==> src/rtl/riscv_branch_predictor.sv <==
// Bimodal branch predictor: 2-bit saturating counters indexed by PC, plus branch resolution.
// Optional statistics counters are built only when RISCV_BRPRED_STATS_EN is defined.
module riscv_branch_predictor #(
  parameter int XLEN    = 64,
  parameter int ENTRIES = 64
) (
  input  logic            i_riscv_brpred_clk,
  input  logic            i_riscv_brpred_rst_n,
  input  logic            i_riscv_brpred_stall,
  input  logic [XLEN-1:0] i_riscv_brpred_fetch_pc,
  output logic            o_riscv_brpred_predict_taken,
  input  logic            i_riscv_brpred_resolve_valid,
  input  logic [XLEN-1:0] i_riscv_brpred_resolve_pc,
  input  logic [3:0]      i_riscv_brpred_cond,
  input  logic [XLEN-1:0] i_riscv_brpred_rs1data,
  input  logic [XLEN-1:0] i_riscv_brpred_rs2data,
  input  logic            i_riscv_brpred_predicted,
  output logic            o_riscv_brpred_valid,
  output logic            o_riscv_brpred_taken,
  output logic            o_riscv_brpred_mispredict,
  output logic [31:0]     o_riscv_brpred_branch_cnt,
  output logic [31:0]     o_riscv_brpred_miss_cnt
);
  localparam int IDX_W = $clog2(ENTRIES);

  logic [1:0]       cnt_q [ENTRIES];
  logic [1:0]       cnt_d;
  logic [IDX_W-1:0] fetch_idx;
  logic [IDX_W-1:0] res_idx;
  logic             accept;
  logic             legal;
  logic             result;
  logic             eq, lt, ltu;
  logic             valid_q, valid_d;
  logic             taken_q, taken_d;
  logic             mis_q, mis_d;
  logic             unused_pc_bits;

  assign fetch_idx = i_riscv_brpred_fetch_pc[IDX_W+1:2];
  assign res_idx   = i_riscv_brpred_resolve_pc[IDX_W+1:2];
  assign unused_pc_bits = ^{i_riscv_brpred_fetch_pc[XLEN-1:IDX_W+2], i_riscv_brpred_fetch_pc[1:0],
                            i_riscv_brpred_resolve_pc[XLEN-1:IDX_W+2], i_riscv_brpred_resolve_pc[1:0]};

  // Read-before-write: the prediction always reflects the registered table.
  assign o_riscv_brpred_predict_taken = cnt_q[fetch_idx][1];

  assign accept = i_riscv_brpred_resolve_valid & i_riscv_brpred_cond[3] & ~i_riscv_brpred_stall;
  // funct3 010/011 are not branches: resolve as not-taken and leave the table alone.
  assign legal  = ~(~i_riscv_brpred_cond[2] & i_riscv_brpred_cond[1]);

  assign eq  = (i_riscv_brpred_rs1data == i_riscv_brpred_rs2data);
  assign lt  = ($signed(i_riscv_brpred_rs1data) < $signed(i_riscv_brpred_rs2data));
  assign ltu = (i_riscv_brpred_rs1data < i_riscv_brpred_rs2data);

  always_comb begin
    result = 1'b0;
    case (i_riscv_brpred_cond[2:0])
      3'b000:  result = eq;
      3'b001:  result = ~eq;
      3'b100:  result = lt;
      3'b101:  result = ~lt;
      3'b110:  result = ltu;
      3'b111:  result = ~ltu;
      default: result = 1'b0;
    endcase
  end

  always_comb begin
    cnt_d = cnt_q[res_idx];
    if (result) begin
      if (cnt_q[res_idx] != 2'b11) cnt_d = cnt_q[res_idx] + 2'b01;
    end else begin
      if (cnt_q[res_idx] != 2'b00) cnt_d = cnt_q[res_idx] - 2'b01;
    end
  end

  // valid is a one-cycle pulse (no ready): taken/mispredict are meaningful only while it is high.
  always_comb begin
    valid_d = accept;
    taken_d = accept & result;
    mis_d   = accept & (result ^ i_riscv_brpred_predicted);
  end

  always_ff @(posedge i_riscv_brpred_clk) begin
    if (!i_riscv_brpred_rst_n) begin
      for (int i = 0; i < ENTRIES; i++) cnt_q[i] <= 2'b01;
      valid_q <= 1'b0;
      taken_q <= 1'b0;
      mis_q   <= 1'b0;
    end else if (!i_riscv_brpred_stall) begin
      valid_q <= valid_d;
      taken_q <= taken_d;
      mis_q   <= mis_d;
      if (accept && legal) cnt_q[res_idx] <= cnt_d;
    end
  end

  assign o_riscv_brpred_valid      = valid_q;
  assign o_riscv_brpred_taken      = taken_q;
  assign o_riscv_brpred_mispredict = mis_q;

`ifdef RISCV_BRPRED_STATS_EN
  logic [31:0] branch_cnt_q;
  logic [31:0] miss_cnt_q;

  always_ff @(posedge i_riscv_brpred_clk) begin
    if (!i_riscv_brpred_rst_n) begin
      branch_cnt_q <= 32'd0;
      miss_cnt_q   <= 32'd0;
    end else if (accept) begin
      if (branch_cnt_q != 32'hFFFF_FFFF) branch_cnt_q <= branch_cnt_q + 32'd1;
      if (mis_d && (miss_cnt_q != 32'hFFFF_FFFF)) miss_cnt_q <= miss_cnt_q + 32'd1;
    end
  end

  assign o_riscv_brpred_branch_cnt = branch_cnt_q;
  assign o_riscv_brpred_miss_cnt   = miss_cnt_q;
`else
  assign o_riscv_brpred_branch_cnt = 32'd0;
  assign o_riscv_brpred_miss_cnt   = 32'd0;
`endif

endmodule
==> config.mk <==
export PLATFORM = sky130hd
export DESIGN_NAME = riscv_branch_predictor
export DESIGN_NICKNAME = d
export VERILOG_FILES = /design/src/rtl/riscv_branch_predictor.sv
export SDC_FILE = /design/constraint.sdc
export NUM_CORES = 1
export LEC_CHECK = 0
export ABC_CLOCK_PERIOD_IN_PS = 3800
export BUFFER_PORTS_ARGS = -buffer_cell sky130_fd_sc_hd__buf_2
export CORE_MARGIN = 3
export CORE_UTILIZATION = 40
export CTS_CLUSTER_DIAMETER = 60
export DETAILED_ROUTE_END_ITERATION = 6
export PLACE_DENSITY = 0.66
export REMOVE_ABC_BUFFERS = 1
export SYNTH_ARGS = -nofsm -noshare
export SYNTH_HDL_FRONTEND = slang
export SYNTH_SLANG_ARGS = --single-unit
==> constraint.sdc <==
create_clock -name i_riscv_brpred_clk -period 3.8 [get_ports i_riscv_brpred_clk]
set_clock_uncertainty 0.2 [all_clocks]
set_input_delay 0.19 -clock i_riscv_brpred_clk [delete_from_list [all_inputs] [get_ports i_riscv_brpred_clk]]
set_output_delay 0.19 -clock i_riscv_brpred_clk [all_outputs]
set_load 0.01 [all_outputs]
# == Word level (Yosys, flattened, before mapping) ==
# Memory sizes are Yosys's and may differ from the RTL's.
# Index checks and enable logic that the tools add are counted.
# Widths: inputs -> output; s select.
# totals
latchBits,0
out_inout_bits,68
inputBits,265
word_cells,43
ff_bits,3
mem_bits_ro,0
mem_bits_rw,128
mem_count,1
# classes
muxes,12
bitwise,12
n_eq_ne,7
add_sub_neg,2
div_mod_pow,0
n_mul,0
n_shift,0
reduce_logical,4
n_lt_le_gt_ge,2
# mem_list
name,depth,word_bits,read_ports,rd_ports_with_merged_regs,write_ports,line,rtl
cnt_q,64,2,2,0,64,26,logic [1:0] cnt_q [ENTRIES];
# ops
op,count
$lt 64x64->1,2
$eq 64x64->1,1
$eq 3x3->1 const B,4
$mux 2,4
$mux 1,6
$mux 6,1
$not 1->1,6
$pmux 1 s6,1
$and 1x1->1,5
$eq 3x1->1 const B,1
$logic_not 3->1,1
$add 2x1->2 const B,1
$ne 2x2->1 const B,1
$reduce_bool 2->1,1
$reduce_or 2->1,1
$sub 2x1->2 const B,1
$logic_and 1x1->1,1
$xor 1x1->1,1

# == Longest topological paths before layout ==
# Gate-level depths: netlist of the first run.
# logic_depth
ltp_word,10
mapped_depth,12
mapped_depth_nobuf,10

# == Worst setup path before layout of the first run ==
# Ideal clock, no wire load.
# synth_path
path_kind,in2reg
start,input port i_riscv_brpred_rs2data[55]
end,memory cnt_q[41][1] (data pin)
slack_ns,0.650
arrival_ns,2.690
path_buffers,2
cell_stages,12
cell_sequence,inv_1 -> ha_1 -> nand4_1 -> nor4_2 -> nand3b_1 -> or4_1 -> a2bb2oi_1 -> and3_4 -> nor4b_4 -> buf_2 -> buf_6 -> nor3_2
# synth_rtl
item,line,rtl
start: declaration,16,"input logic [XLEN-1:0] i_riscv_brpred_rs2data,"
end: declaration,26,

==> run metrics, run 1 <==
status completed; vias in the first global route 7890; syn_area_per_cell 10.3 µm²; Hold Path Class in -> reg; die height between 150 and 200 µm; synth-to-layout area growth 16.1%; Lkg Pwr 0.00447 µW; Max H-tree Level 4; crit share post-route 87.0%; Seq/Total Area, Yosys between 30% and 40%; met3 wire length around 2400 µm; first-pass GRT wire length 42900 µm; Synth Flop Type edfxtp_1; Antenna Nets Post-Route 0; Setup crit end kind flop; Mapped Cells 969; Final WS setup roughly 490 ps; Highest Signal Layer met4; CTS tree built; VDD IR max 0.329 mV; metal2 WL 14100 µm; RSZ-0062 raised after global routing false; Resized Gates After CTS 0; Mapped Area 10000 µm²; Pwr Density ~370 nW/µm²; synth unique cells 60; nature of the critical path startpoint flop; Slew HR 45.8%; vias 8225; drt via density 5.73; Remaining DRCs 0; drt pass-1 iters 5; WL per Instance 19.9 µm; MaxCap Viol Count 0; Critical Path Fanout Max 32; Multi-input gate area roughly 5200 µm²; share of cells above drive strength 1 29.7%; slew of the pin with the lowest slew margin 813 ps; DRT met1 WL 11200 µm; Final HPWL DP 20300 µm; num rows 57; synthesis-stage register bit count 131; pre-CTS WS 85.9 ps; Async SR Flop Fraction 0%; Setup Fix Bufs, Post-CTS 0; Worst EP required 3720 ps; Final GP Congestion approximately 0.88; FF+latch area 3900 µm²; core area ~24000 µm²; CTS Buf Count 17; largest net degree at the start of global routing 68; DRT iter0 DRCs 726; TNS Setup 0 ps; Sinks on Clock Net 131; Worst-path clk slew 60 ps; chip width 164 µm; total grt overflow 0; die area 26900 µm²; starting density of the core between 40 and 50%; fill count 2269; IO Port Bufs roughly 150; YS warnings 0; # nets final 1425; final hold vios 0; Fmax 302 MHz; root buffer cell clkbuf_16; Routed WL approximately 29000 µm; final setup fails 0; post-route minimum period 3310 ps; critical path arrival about 3200 ps; clk_lat worst skew 420 ps; EDFF count, synth between 100 and 150; final cell count without fillers roughly 1400; final instance area 11600 µm²; initial antenna violation count 1; Inst Count DP 1399; num ports between 300 and 400; Post-DP Area around 11000 µm²; max-slew violation count 0; highest-count cells in the layout ignoring fill and taps 152 x nand2_1, 152 x buf_2, 128 x edfxtp_1; Crit Path Class reg -> reg; gr usage total 20.7%; clock buffer depth 2
## cells by family after synthesis
group	Yosys count	synth area share, %
mux	58	10.3
compound gates	168	12.4
fa+ha+maj	64	8.01
xor+xnor	2	0.175
flops	131	39.0
buf+inv	215	11.5
other cells	1	0.0375
simple gates	330	18.5
## what timing repair did
| item | in CTS | in global routing |
|---|---|---|
| hold buffers | 2 | 0 |
| setup endpoints to repair | 0 | 0 |
| hold endpoints to repair | 3 | 0 |
## synthesized netlist by cell type, types with 4 or more instances
master / n / area (µm²)
nand3b_1: 4 / 30.0
mux2_2: 8 / 90.1
nor2b_1: 6 / 37.5
ha_1: 64 / 801
buf_4: 72 / 541
nor3_1: 19 / 95.1
buf_6: 7 / 78.8
and3b_1: 4 / 35.0
buf_1: 11 / 41.3
and3_1: 4 / 25.0
nand2_1: 152 / 571
a21oi_1: 38 / 190
and4_1: 4 / 35.0
nand3_1: 18 / 90.1
or4_1: 4 / 30.0
o22ai_1: 5 / 31.3
a221oi_1: 7 / 61.3
inv_1: 68 / 255
nor4_1: 8 / 50.1
nor2_1: 20 / 75.1
mux4_2: 35 / 788
edfxtp_1: 128 / 3840
buf_2: 20 / 100
and2_1: 5 / 31.3
mux2i_1: 15 / 150
clkbuf_1: 37 / 139
a22oi_1: 6 / 45.0
o211ai_1: 6 / 45.0
o21ai_0: 19 / 95.1
nand4_1: 16 / 100
nor3_2: 50 / 500
o2111ai_1: 64 / 561
## worst max-delay path, cell delays in order, from the launching register on
cell       delay (ps)
edfxtp_1          410
mux4_2            460
mux2_2            280
a22oi_1           250
o211ai_1          160
nor4_2            350
nor4b_4           320
buf_12            210
buf_12            210
o2111ai_1         130
## cell type report
cell class	count	area share [%]
Timing Repair Buffer	192	10.4
Clock inverter	15	1.83
Clock buffer	17	3.66
Inverter	68	2.20
Antenna cell	2	0.0431
Tap cell	324	3.49
Multi-Input combinational cell	686	44.8
Sequential cell	131	33.6
## power breakdown
part / internal (µW) / switching, µW / total, µW
logic: 312 / 553 / 865
registers: 1610 / 15.0 / 1620
clock network: 1160 / 634 / 1790
total: 3080 / 1200 / 4280
## stage by stage
| stage | util [%] | power, µW | hold slack [ps] |
|---|---|---|---|
| floorplan | - | 2100 | 120 |
| global placement | 44.8 | 2490 | 258 |
| detailed placement | 44.8 | 2500 | 266 |
| CTS | 47.5 | 4280 | 11.1 |
| global route | 47.5 | 4430 | 60.4 |
| finish | 47.5 | 4280 | 30.6 |
## metal layers
metal  up-vias  GRT usage, %
li1       3790             -
met1      3928          25.9
met2       441          35.1
met3        66          3.81
met4         0          8.46
met5         -             0
## path summary, 6_finish.rpt
check	startpoint	endpoint	slack, ps	depth (start not counted)
setup / recovery	cnt_q[32][1]$_SDFFCE_PN0P_	cnt_q[45][0]$_SDFFCE_PN1P_	490	9
setup reg to reg	cnt_q[32][1]$_SDFFCE_PN0P_	cnt_q[45][0]$_SDFFCE_PN1P_	490	9
hold reg to reg	o_riscv_brpred_mispredict$_SDFFE_PN0N_	o_riscv_brpred_mispredict$_SDFFE_PN0N_	270	2
hold / removal	i_riscv_brpred_cond[3]	o_riscv_brpred_valid$_SDFFE_PN0N_	30	3
## sequential cells by signal, summed over array words and instances (netlist names)
register                   cells
o_riscv_brpred_taken           1
cnt_q                        128
o_riscv_brpred_valid           1
o_riscv_brpred_mispredict      1
No activity file was read; power rests on OpenSTA's default activity.
==> run 2, diff against run 1 <==
--- a/config.mk
+++ b/config.mk
@@ -7,11 +7,13 @@
 export LEC_CHECK = 0
 export ABC_CLOCK_PERIOD_IN_PS = 3800
 export BUFFER_PORTS_ARGS = -buffer_cell sky130_fd_sc_hd__buf_2
+export CELL_PAD_IN_SITES_DETAIL_PLACEMENT = 0
+export CELL_PAD_IN_SITES_GLOBAL_PLACEMENT = 1
 export CORE_MARGIN = 3
-export CORE_UTILIZATION = 40
+export CORE_UTILIZATION = 39
 export CTS_CLUSTER_DIAMETER = 60
 export DETAILED_ROUTE_END_ITERATION = 6
-export PLACE_DENSITY = 0.66
+export PLACE_DENSITY_LB_ADDON = 0.1
 export REMOVE_ABC_BUFFERS = 1
 export SYNTH_ARGS = -nofsm -noshare
 export SYNTH_HDL_FRONTEND = slang
==> run metrics, run 2 (synthesized netlist as in run 1, its figures left out) <==
Final GP Congestion around 0.82; nature of the critical path startpoint input port; RSZ-0062 raised after global routing false; core area about 25000 µm²; final setup fails 0; critical path arrival between 3000 and 4000 ps; Max H-tree Level 4; Setup Fix Bufs, Post-CTS 0; chip width about 170 µm; starting density of the core between 40 and 50%; MaxCap Viol Count 0; Hold Path Class in -> reg; Slew HR 51.8%; vias in the first global route 7898; final cell count without fillers 1445; CTS Buf Count 17; Pwr Density 370 nW/µm²; root buffer cell clkbuf_16; num rows 57; vias around 8100; drt pass-1 iters 5; clk_lat worst skew 420 ps; post-route minimum period 3370 ps; highest-count cells in the layout ignoring fill and taps 152 x nand2_1, 152 x buf_2, 128 x edfxtp_1; Antenna Nets Post-Route 0; crit-path most repeated cell buf_12; initial antenna violation count 1; crit share post-route roughly 89%; Sinks on Clock Net 131; Setup crit end kind flop; largest net degree at the start of global routing 65; Worst path max stage delay about 530 ps; IO Port Bufs 152; Crit Path Class in -> reg; Lkg Pwr 0.00454 µW; Crit-path slowest cell or4_1; slew of the pin with the lowest slew margin 723 ps; Final HPWL DP about 23000 µm; first-pass GRT wire length 47400 µm; fin util 47.4%; Routed WL roughly 30000 µm; VDD IR max about 0.26 mV; die height 166 µm; Fmax 297 MHz; clock buffer depth 2; Worst-path clk slew approximately 60 ps; num ports 333; CTS tree built; WL per Instance ~21 µm; Inst Count DP 1408; share of cells above drive strength 1 30.2%; Remaining DRCs 0; die area 27600 µm²; total grt overflow 0; number of diodes 0; pre-CTS WS around 29 ps; Final WS setup 429 ps; max-slew violation count 0; synth-to-layout area growth 17.3%; drt via density 5.63; Biggest register cnt_q; final hold vios 0; max reg flops 128; Worst EP required 3740 ps; DRT iter0 DRCs between 500 and 600; # nets final about 1400; gr usage total between 20% and 30%; crit path cell chain buf_2 -> ha_1 -> nand4_1 -> nor4_2 -> nand3b_1 -> or4_1 -> a2bb2oi_1 -> and3_4 -> nor4b_4 -> buf_12 -> buf_12 -> o2111ai_1; status completed; fill count 2340; Critical Path Fanout Max 20
[run 2: cell types whose count changed in the layout (fill, tap and decap cells not counted)]
| cell | previous run | this run |
|---|---|---|
| clkinvlp_4 | 3 | 2 |
| clkinv_1 | 2 | 1 |
| buf_4 | 27 | 34 |
| clkinv_4 | 1 | 2 |
| dlygate4sd3_1 | 2 | 5 |
| buf_12 | 11 | 13 |
| diode_2 | 2 | 0 |
| clkbuf_1 | 0 | 1 |
[run 2: metal layers]
metal / GRT usage (%) / up-vias / share of wire [%]
met5: 0 / - / 0.029
met4: 4.67 / 2 / 1.3
met2: 33.6 / 389 / 44
li1: - / 3816 / -
met1: 32.6 / 3904 / 46
met3: 4.81 / 28 / 8.4
[run 2: per-stage QoR]
step	power, µW	TNS, ps	area [µm²]	hold WS, ps
floorplan	2100	-362970	9340	120
global placement	2560	0	11000	260
detailed placement	2560	0	11000	258
CTS	4360	0	11700	71.6
global route	4500	0	11700	142
finish	4340	0	11700	79.4
[run 2: layout make-up]
class	instances	area [µm²]	share of cell area, %
Clock buffer	18	429	3.66
Clock inverter	14	210	1.79
Sequential cell	131	3900	33.3
Timing Repair Buffer	204	1330	11.3
Inverter	68	255	2.18
Multi-Input combinational cell	686	5200	44.3
Tap cell	324	405	3.45
[run 2: power by group]
part	switching [µW]	total, µW	internal [µW]	leakage (µW)
sequential	16.2	1620	1610	0.00113
clock	637	1800	1160	0.000308
combinational	573	914	341	0.00310
total	1230	4340	3110	0.00454
[run 2: worst paths after layout]
check                                          from                                endpoint  slack (ps)  cells after the start
max reg2reg              cnt_q[39][1]$_SDFFCE_PN0P_              cnt_q[29][0]$_SDFFCE_PN1P_         610                      9
min                          i_riscv_brpred_cond[1]       o_riscv_brpred_taken$_SDFFE_PN0N_          80                      4
max                      i_riscv_brpred_rs1data[55]              cnt_q[29][0]$_SDFFCE_PN1P_         430                     12
min reg2reg  o_riscv_brpred_mispredict$_SDFFE_PN0N_  o_riscv_brpred_mispredict$_SDFFE_PN0N_         290                      2
[run 2: timing repair]
| action | 4_1_cts | 5_1_grt |
|---|---|---|
| hold buffers | 5 | 0 |
| hold endpoints to repair | 3 | 0 |
| endpoints found under the setup margin | 0 | 0 |
| gates resized for setup | 0 | 0 |
[run 2: critical path, delay by kind of cell]
| family | cells | cell delay (ps) |
|---|---|---|
| and+or+nand+nor | 6 | 1930 |
| AOI/OAI and AO/OA | 2 | 310 |
| buffers and inverters | 3 | 550 |
| adders and majority gates | 1 | 310 |
